**config.mk**
```make
export PLATFORM = sky130hd
export DESIGN_NAME = div_op_sequencer
export DESIGN_NICKNAME = d
export VERILOG_FILES = /design/src/rtl/alu_div_pkg.sv /design/src/rtl/div_op_sequencer.sv
export SDC_FILE = /design/constraint.sdc
export NUM_CORES = 1
export LEC_CHECK = 0
export BUFFER_PORTS_ARGS = -buffer_cell sky130_fd_sc_hd__buf_2
export CAP_MARGIN = 20
export CORE_ASPECT_RATIO = 0.5
export CORE_MARGIN = 3
export CORE_UTILIZATION = 40
export CTS_CLUSTER_DIAMETER = 120
export DETAILED_ROUTE_END_ITERATION = 8
export HOLD_SLACK_MARGIN = 0.03
export PLACE_DENSITY = 0.77
export SYNTH_ARGS = -nofsm -noshare
export SYNTH_HDL_FRONTEND = slang
export SYNTH_SLANG_ARGS = --single-unit
export TNS_END_PERCENT = 1
```
**constraint.sdc**
```tcl
create_clock -name clk -period 2.1 [get_ports clk]
set_input_delay 0.105 -clock clk [delete_from_list [all_inputs] [get_ports clk]]
set_output_delay 0.105 -clock clk [all_outputs]
set_load 0.01 [all_outputs]
```
**src/rtl/alu_div_pkg.sv**
```systemverilog
// -----------------------------------------------------------------------------
// alu_div_pkg
//   Shared definitions for the divider control path of the clock-gated ALU.
//   Contents:
//     div_state_t          sequencer state encoding (IDLE, LAUNCH, WAIT, DONE)
//     DIV_DZ_QUOT          quotient reported on divide-by-zero (all ones)
//     DIV_INT_MIN          most negative 16-bit value (dividend of the overflow case)
//     DIV_TIMEOUT_DEFAULT  default WAIT-state cycle budget before the divider is abandoned
// -----------------------------------------------------------------------------
package alu_div_pkg;

   typedef enum logic [1:0] {
      ST_IDLE   = 2'd0,
      ST_LAUNCH = 2'd1,
      ST_WAIT   = 2'd2,
      ST_DONE   = 2'd3
   } div_state_t;

   localparam logic [15:0] DIV_DZ_QUOT         = 16'hFFFF;
   localparam logic [15:0] DIV_INT_MIN         = 16'h8000;
   localparam int          DIV_TIMEOUT_DEFAULT = 24;

endpackage

```
**src/rtl/div_op_sequencer.sv**
```systemverilog
// -----------------------------------------------------------------------------
// div_op_sequencer
//   Control stage in front of the multi-cycle signed divider. Accepts an operand
//   pair over valid/ready, resolves divide-by-zero and INT_MIN/-1 locally without
//   waking the divider, otherwise launches the divider with a one-cycle start
//   pulse, waits (bounded) for its result, and holds the result until consumed.
//
// Ports
//   clk, rst                 clock, asynchronous active-high reset
//   req_valid/req_ready      operand handshake (ready only in IDLE)
//   op_a, op_b               signed dividend / divisor
//   div_start                one-cycle launch pulse to the divider
//   div_a, div_b             latched operands presented to the divider
//   div_clk_en               divider clock-gate enable (LAUNCH through capture)
//   div_quot, div_rem        divider results, sampled when div_valid is high
//   div_valid                divider result strobe (only honoured in WAIT)
//   res_valid/res_ready      result handshake (valid only in DONE)
//   res_quot, res_rem        signed result
//   res_dz, res_ovf, res_tmo divide-by-zero, overflow and timeout flags
//   busy                     high whenever not IDLE
// -----------------------------------------------------------------------------
module div_op_sequencer
   import alu_div_pkg::*;
#(
   parameter int WIDTH       = 16,
   parameter int TIMEOUT_CYC = DIV_TIMEOUT_DEFAULT
) (
   input  logic             clk,
   input  logic             rst,
   input  logic             req_valid,
   output logic             req_ready,
   input  logic [WIDTH-1:0] op_a,
   input  logic [WIDTH-1:0] op_b,
   output logic             div_start,
   output logic [WIDTH-1:0] div_a,
   output logic [WIDTH-1:0] div_b,
   output logic             div_clk_en,
   input  logic [WIDTH-1:0] div_quot,
   input  logic [WIDTH-1:0] div_rem,
   input  logic             div_valid,
   output logic             res_valid,
   input  logic             res_ready,
   output logic [WIDTH-1:0] res_quot,
   output logic [WIDTH-1:0] res_rem,
   output logic             res_dz,
   output logic             res_ovf,
   output logic             res_tmo,
   output logic             busy
);

   localparam int               CNT_W    = (TIMEOUT_CYC > 1) ? $clog2(TIMEOUT_CYC) : 1;
   localparam logic [CNT_W-1:0] CNT_LAST = CNT_W'(TIMEOUT_CYC - 1);

   // Sign-extending the 16-bit all-ones constant keeps it all-ones at any width;
   // INT_MIN is rebuilt from its sign bit so it tracks WIDTH as well.
   localparam logic [WIDTH-1:0] DZ_QUOT  = WIDTH'($signed(DIV_DZ_QUOT));
   localparam logic [WIDTH-1:0] NEG_ONE  = {WIDTH{1'b1}};
   localparam logic [WIDTH-1:0] INT_MIN  = WIDTH'(DIV_INT_MIN[15]) << (WIDTH - 1);

   div_state_t       state_reg, state_next;
   logic [WIDTH-1:0] a_reg, b_reg;
   logic [WIDTH-1:0] quot_reg, rem_reg;
   logic             dz_reg, ovf_reg, tmo_reg;
   logic             start_reg, clk_en_reg;
   logic [CNT_W-1:0] cnt_reg;

   logic is_dz, is_ovf, cnt_expired;

   assign is_dz       = (op_b == '0);
   assign is_ovf      = (op_a == INT_MIN) && (op_b == NEG_ONE);
   assign cnt_expired = (cnt_reg == CNT_LAST);

   // ---------------------------------------------------------------- state register
   always_ff @(posedge clk or posedge rst) begin
      if (rst) begin
         state_reg <= ST_IDLE;
      end else begin
         state_reg <= state_next;
      end
   end

   // ---------------------------------------------------------------- next state
   always_comb begin
      state_next = state_reg;
      case (state_reg)
         ST_IDLE: begin
            if (req_valid) begin
               // Screened operations skip the divider entirely.
               state_next = (is_dz || is_ovf) ? ST_DONE : ST_LAUNCH;
            end
         end
         ST_LAUNCH: state_next = ST_WAIT;
         ST_WAIT: begin
            // div_valid takes priority over an expiring counter in the same cycle.
            if (div_valid || cnt_expired) begin
               state_next = ST_DONE;
            end
         end
         ST_DONE: begin
            if (res_ready) begin
               state_next = ST_IDLE;
            end
         end
         default: state_next = ST_IDLE;
      endcase
   end

   // ---------------------------------------------------------------- datapath
   always_ff @(posedge clk or posedge rst) begin
      if (rst) begin
         a_reg      <= '0;
         b_reg      <= '0;
         quot_reg   <= '0;
         rem_reg    <= '0;
         dz_reg     <= 1'b0;
         ovf_reg    <= 1'b0;
         tmo_reg    <= 1'b0;
         start_reg  <= 1'b0;
         clk_en_reg <= 1'b0;
         cnt_reg    <= '0;
      end else begin
         // Both strobes are decoded from the next state so they are glitch-free
         // flops aligned with LAUNCH (start) and LAUNCH..capture (clock enable).
         start_reg  <= (state_next == ST_LAUNCH);
         clk_en_reg <= (state_next == ST_LAUNCH) || (state_next == ST_WAIT);

         case (state_reg)
            ST_IDLE: begin
               if (req_valid) begin
                  a_reg   <= op_a;
                  b_reg   <= op_b;
                  dz_reg  <= 1'b0;
                  ovf_reg <= 1'b0;
                  tmo_reg <= 1'b0;
                  if (is_dz) begin
                     quot_reg <= DZ_QUOT;
                     rem_reg  <= op_a;
                     dz_reg   <= 1'b1;
                  end else if (is_ovf) begin
                     quot_reg <= INT_MIN;
                     rem_reg  <= '0;
                     ovf_reg  <= 1'b1;
                  end
               end
            end
            ST_LAUNCH: begin
               cnt_reg <= '0;
            end
            ST_WAIT: begin
               cnt_reg <= cnt_reg + CNT_W'(1);
               if (div_valid) begin
                  quot_reg <= div_quot;
                  rem_reg  <= div_rem;
               end else if (cnt_expired) begin
                  quot_reg <= '0;
                  rem_reg  <= '0;
                  tmo_reg  <= 1'b1;
               end
            end
            default: ;  // DONE: hold everything until consumed
         endcase
      end
   end

   // ---------------------------------------------------------------- outputs
   assign req_ready  = (state_reg == ST_IDLE);
   assign res_valid  = (state_reg == ST_DONE);
   assign busy       = (state_reg != ST_IDLE);
   assign div_start  = start_reg;
   assign div_clk_en = clk_en_reg;
   assign div_a      = a_reg;
   assign div_b      = b_reg;
   assign res_quot   = quot_reg;
   assign res_rem    = rem_reg;
   assign res_dz     = dz_reg;
   assign res_ovf    = ovf_reg;
   assign res_tmo    = tmo_reg;

endmodule
```
; ---- Word-level counts from Yosys, hierarchy flattened
; Index checks and enable logic that the tools add are counted.
[op_classes]
n_addsub = 1
n_mux = 24
n_reduce_logical = 12
eq_ne = 13
[op_table]
columns = op, count
row1 = 16-bit 2-to-1 mux, 9
row2 = 16-bit one-hot mux with 2 select lines, 2
row3 = 16-bit equality test (second input constant), 2
row4 = 16-bit zero test, 1
row5 = 5-bit one-hot mux with 2 select lines, 1
row6 = 2-bit 2-to-1 mux, 4
row7 = 2-bit one-hot mux with 4 select lines, 1
row8 = 4-bit AND reduction, 2
row9 = 2-bit equality test (second input constant), 3
row10 = 1-bit 2-to-1 mux, 6
row11 = 2-bit inequality test (second input constant), 3
row12 = 2-bit nonzero test, 3
row13 = 5-bit by 1-bit adder with 5-bit output (second input constant), 1
row14 = 5-bit equality test (second input constant), 1
row15 = 2-bit by 1-bit equality test with 1-bit output (second input constant), 2
row16 = 1-bit logical OR, 3
row17 = 3-bit by 1-bit inequality test with 1-bit output (second input constant), 1
row18 = 3-bit inequality test (second input constant), 1
row19 = 2-bit zero test, 1
row20 = 1-bit one-hot mux with 2 select lines, 1
row21 = 2-bit AND reduction, 1
row22 = 1-bit logical AND, 1
[word_totals]
register_bits = 76
wordCells = 61
out_inout_bits = 72
inputBits = 69

; ---- Longest topological paths before layout
[depth]
ltp_word = 8
depth_mapped = 9
ltp_nobuf = 7

; ---- Least setup slack after synthesis
; No wires, ideal clock.
[synth_path]
path_type = register to register
startpoint = reg state_reg[0]
endpoint = reg rem_reg[10], in the netlist res_rem[10]
synth_period_minus_slack_ps = 2110
required_ps = 1975
setup_time_ps = 125
stages_incl_launch_ff = 10
arrival_time_ps = 1985
setup_slack_ps = -10
cell_sequence = dfrtp_1 -> inv_1 -> ha_1 -> inv_1 -> nor2_1 -> a311o_1 -> a31o_1 -> buf_6 -> buf_12 -> mux2_4
[synth_between]
elab_chain_len = 3
elab_cells_between_ends = 8
classes_between = 4 x eq/ne / 1 x mux / 3 x reduce/logical
[synth_rtl]
columns = item, line_no
row1 = start: declaration, div_op_sequencer.sv:60  ; div_state_t state_reg, state_next;
row2 = start signal: assignment, div_op_sequencer.sv:78  ; state_reg <= state_next;
row3 = 2-bit zero test *, -
row4 = net req_ready, div_op_sequencer.sv:31  ; output logic req_ready,
row5 = "3-bit by 1-bit inequality test with 1-bit output (no line), or another cell as far along", -
row6 = 4-bit AND reduction (no line), -
row7 = end signal: assignment, div_op_sequencer.sv:137  ; rem_reg <= op_a;
row8 = end signal: assignment, div_op_sequencer.sv:153  ; rem_reg <= div_rem;
row9 = end: declaration, div_op_sequencer.sv:62  ; logic [WIDTH-1:0] quot_reg, rem_reg;
; The timed path passes the listed nets; every way through them passes the cells marked *.
; A chain may end at the register's enable or synchronous reset.

; ---- Final worst setup path
[layout_path]
startpoint = in op_a[10]
endpoint = reg rem_reg[15], in the netlist res_rem[15]
[layout_between]
elab_chain_len = 4
[layout_rtl]
columns = item, line_no
row1 = start: declaration, div_op_sequencer.sv:32  ; input logic [WIDTH-1:0] op_a,
row2 = 16-bit equality test, div_op_sequencer.sv:70  ; assign is_ovf = (op_a == INT_MIN) && (op_b == NEG_ONE);
row3 = 1-bit logical AND, div_op_sequencer.sv:70
row4 = 3-bit by 1-bit inequality test with 1-bit output (no line), -
row5 = 4-bit AND reduction (no line), -
; Every way passes these cells.

==> reports/qor.csv <==
stage;metric;value;unit
synth;most common cell in the netlist;dfrtp_1;
floorplan;Boundary Pins;141;
timing;Fin. Hold Viols;0;
drt;vias per cell;5.08;
global_route;GRT Total Usage;0.189;
layout;fill count;702;
cts;Skew-Pair Late Insertion Delay;330;ps
flow_run;max-cap violation count;0;
cts;Clock transition at path regs;50;ps
drt;drt wl/cell;16.5;µm
timing;post-route setup slack;81.1;ps
power_and_ir_drop;Pwr per Cell Area;1410;nW/µm²
power_and_ir_drop;Sw Ratio;0.350;
placement;post-detail-place hpwl;6780;µm
layout;nets;525;
synth;mean post-synth cell area;12.4;µm²
timing;Final setup viols;0;
global_route;number of global-route vias before repair;2911;
drt;DRC Markers;0;
drt;WL final;9340;µm
floorplan;core area;8290;µm²
drt;vias;2868;
floorplan;Starting Density;0.425;
synth;EDFF count, synth;0;
synth;Primary FF master, synth;dfrtp_1;
cts;total number of H-tree levels;3;
power_and_ir_drop;clock power share;0.198;
synth;Distinct cells, synth;31;
power_and_ir_drop;Worst VDD drop;631;µV
layout;Area growth, synth to finish;37.7;%
layout;fin util;0.585;
critical_path;crit end category;flop;
timing;Hold WS;45.0;ps
layout;Antenna Cells;0;
synth;cells after synthesis;283;
synth;post-synth top area cell;dfrtp_1;
floorplan;Die Y;72.4;µm
timing;Slew HR;0.640;
global_route;antenna violations before repair;0;
cts;CTS Buf Count;9;
cts;Sink Count;76;
power_and_ir_drop;Leak;2.51;nW
cts;CTS tree;done;
worst_hold_path;worst hold path type;in2reg;
synth;Post-synth ARST share;1.00;
critical_path;crit path launch type;input port;
floorplan;die width;139;µm
cts;Clock Path Buffers;2;
power_and_ir_drop;Final Power;0.00684;W
timing;Final Slew Violations;0;
worst_hold_path;hold path depth;2;
critical_path;critical path arrival;2230;ps
synth;Yosys Warn Count;0;
timing;TNS Setup;0;ps
placement;RePlAce Congestion;0.891;
drt;post-route ant nets;0;
placement;number of I/O port buffers;140;
power_and_ir_drop;Seq pwr share;0.343;
power_and_ir_drop;Gate power share;0.458;
global_route;global-route wire length before repair;15000;µm
synth;Seq cells post-synth;76;
timing;actual transition at the worst max-transition pin;539;ps
timing;Final period util;0.961;
drt;iteration count of the initial detailed-routing pass;4;
critical_path;CP Class;in2reg;
timing;Final min period;2020;ps
timing;RSZ-0062 raised after global routing;no;
timing;Max Clock Skew;5.69;ps
cts;root buf cell;clkbuf_16;
drt;Initial DRC Count;141;
layout;layout cells sized above 1;0.510;
floorplan;Die Area;10000;µm²
global_route;Remaining Overflow, GRT;0;
synth;most area-consuming cells after synthesis;dfrtp_1 (54%), mux2_2 (11%), mux2_4 (6.4%);
power_and_ir_drop;Pint;0.00444;W
power_and_ir_drop;Psw;0.00240;W
critical_path;FF-to-FF path depth;6;
synth;Cell Area, Synth;3520;µm²
critical_path;reg2reg setup slack;110;ps
synth;Seq/Total Area, Yosys;0.540;
synth;syn_nets;359;
critical_path;CP Max Fanout;20;
timing;Fmax;495;MHz
synth;Synth top area share;0.540;
global_route;largest net degree at the start of global routing;38;
placement;Post-Place Setup Slack;-79.1;ps
critical_path;Worst Path Required;2310;ps
floorplan;Rows;23;
synth;synth cell count leaders;dfrtp_1 (76), mux2_2 (34), inv_1 (24);
run_status;status;finished clean;
[placed cells by master, fill, tap and decap left out, types with 2 or more instances in the layout]
cell type,instances
dlygate4sd3_1,10
nor2_1,4
buf_4,15
mux2_2,34
nand4_1,5
dfrtp_1,76
nand2_1,15
ha_1,5
buf_2,140
buf_12,5
o21ai_0,10
ha_2,2
clkinvlp_4,2
nand4b_1,2
clkbuf_16,9
nand3_1,4
a21oi_1,17
clkinv_2,3
o31ai_1,3
mux2i_1,16
mux2_4,15
nor4_1,7
inv_1,22
inv_2,2
a22o_1,16
a31o_2,2
[area by class of cell]
type | count | area, µm² | area share
inverter | 24 | 90.1 | 0.0186
multi-input combinational | 168 | 1440 | 0.298
clock buffer | 10 | 229 | 0.0472
sequential | 76 | 1900 | 0.392
timing repair buffer | 170 | 1010 | 0.209
clock inverter | 5 | 30.0 | 0.00619
tap | 112 | 140 | 0.0289
[power groups by stage]
stage	combinational (W)	sequential, W	clock [W]
6_report	0.00314	0.00235	0.00136
5_1_grt	0.00339	0.00242	0.00145
4_1_cts	0.00315	0.00234	0.00140
3_5_place_dp	0.00312	0.00235	0
3_3_place_gp	0.00305	0.00234	0
2_1_floorplan	0.00178	0.00261	0
[timing repair]
| action | CTS | global route |
|---|---|---|
| endpoints found under the hold margin | 31 | 0 |
| gates resized for setup | 0 | 3 |
| setup endpoints to repair | 0 | 30 |
| hold buffers | 10 | 0 |
| setup buffers | 0 | 2 |
[per-stage QoR]
step                      cells  area [µm²]
after floorplan             283        3520
after global placement      538        4470
after detailed placement    538        4470
after CTS                   563        4820
after global routing        565        4850
final                       565        4850
[worst max-delay path: stages]
cell	delay [ps]
dlygate4sd3_1	530
buf_2	140
nor4_1	350
buf_4	180
nand4_1	140
a31o_2	310
buf_12	170
mux2_4	310
[metal layers]
layer / global-route usage / part of all wire / up-vias
li1: - / - / 1350
met1: 0.215 / 0.40 / 1425
met2: 0.347 / 0.53 / 69
met3: 0.0494 / 0.035 / 24
met4: 0.0803 / 0.030 / 0
met5: 0 / 0 / -
[worst paths after layout]
kind	from	end
min in group asynchronous	rst	res_rem[12]$_DFFE_PP0P_
max in group asynchronous	rst	res_quot[9]$_DFFE_PP0P_
worst max register to register	cnt_reg[0]$_DFFE_PP0P_	res_rem[15]$_DFFE_PP0P_
worst min-delay path	op_b[8]	div_b[8]$_DFFE_PP0P_
worst min register to register	div_a[3]$_DFFE_PP0P_	div_a[3]$_DFFE_PP0P_
worst max-delay path	op_a[10]	res_rem[15]$_DFFE_PP0P_
[cells by family (layout without fill, tap and decap cells)]
kind of cell             count (synthesis)  in the layout  synth area share
AO/OA/AOI/OAI                           51             51            0.0966
buffers and inverters                   39            209            0.0540
multiplexers                            65             65             0.218
AND/OR/NAND/NOR                         45             45            0.0664
adder cells (fa/ha/maj)                  7              7            0.0249
flip-flops                              76             76             0.540
(Power assumes the default switching activity.)
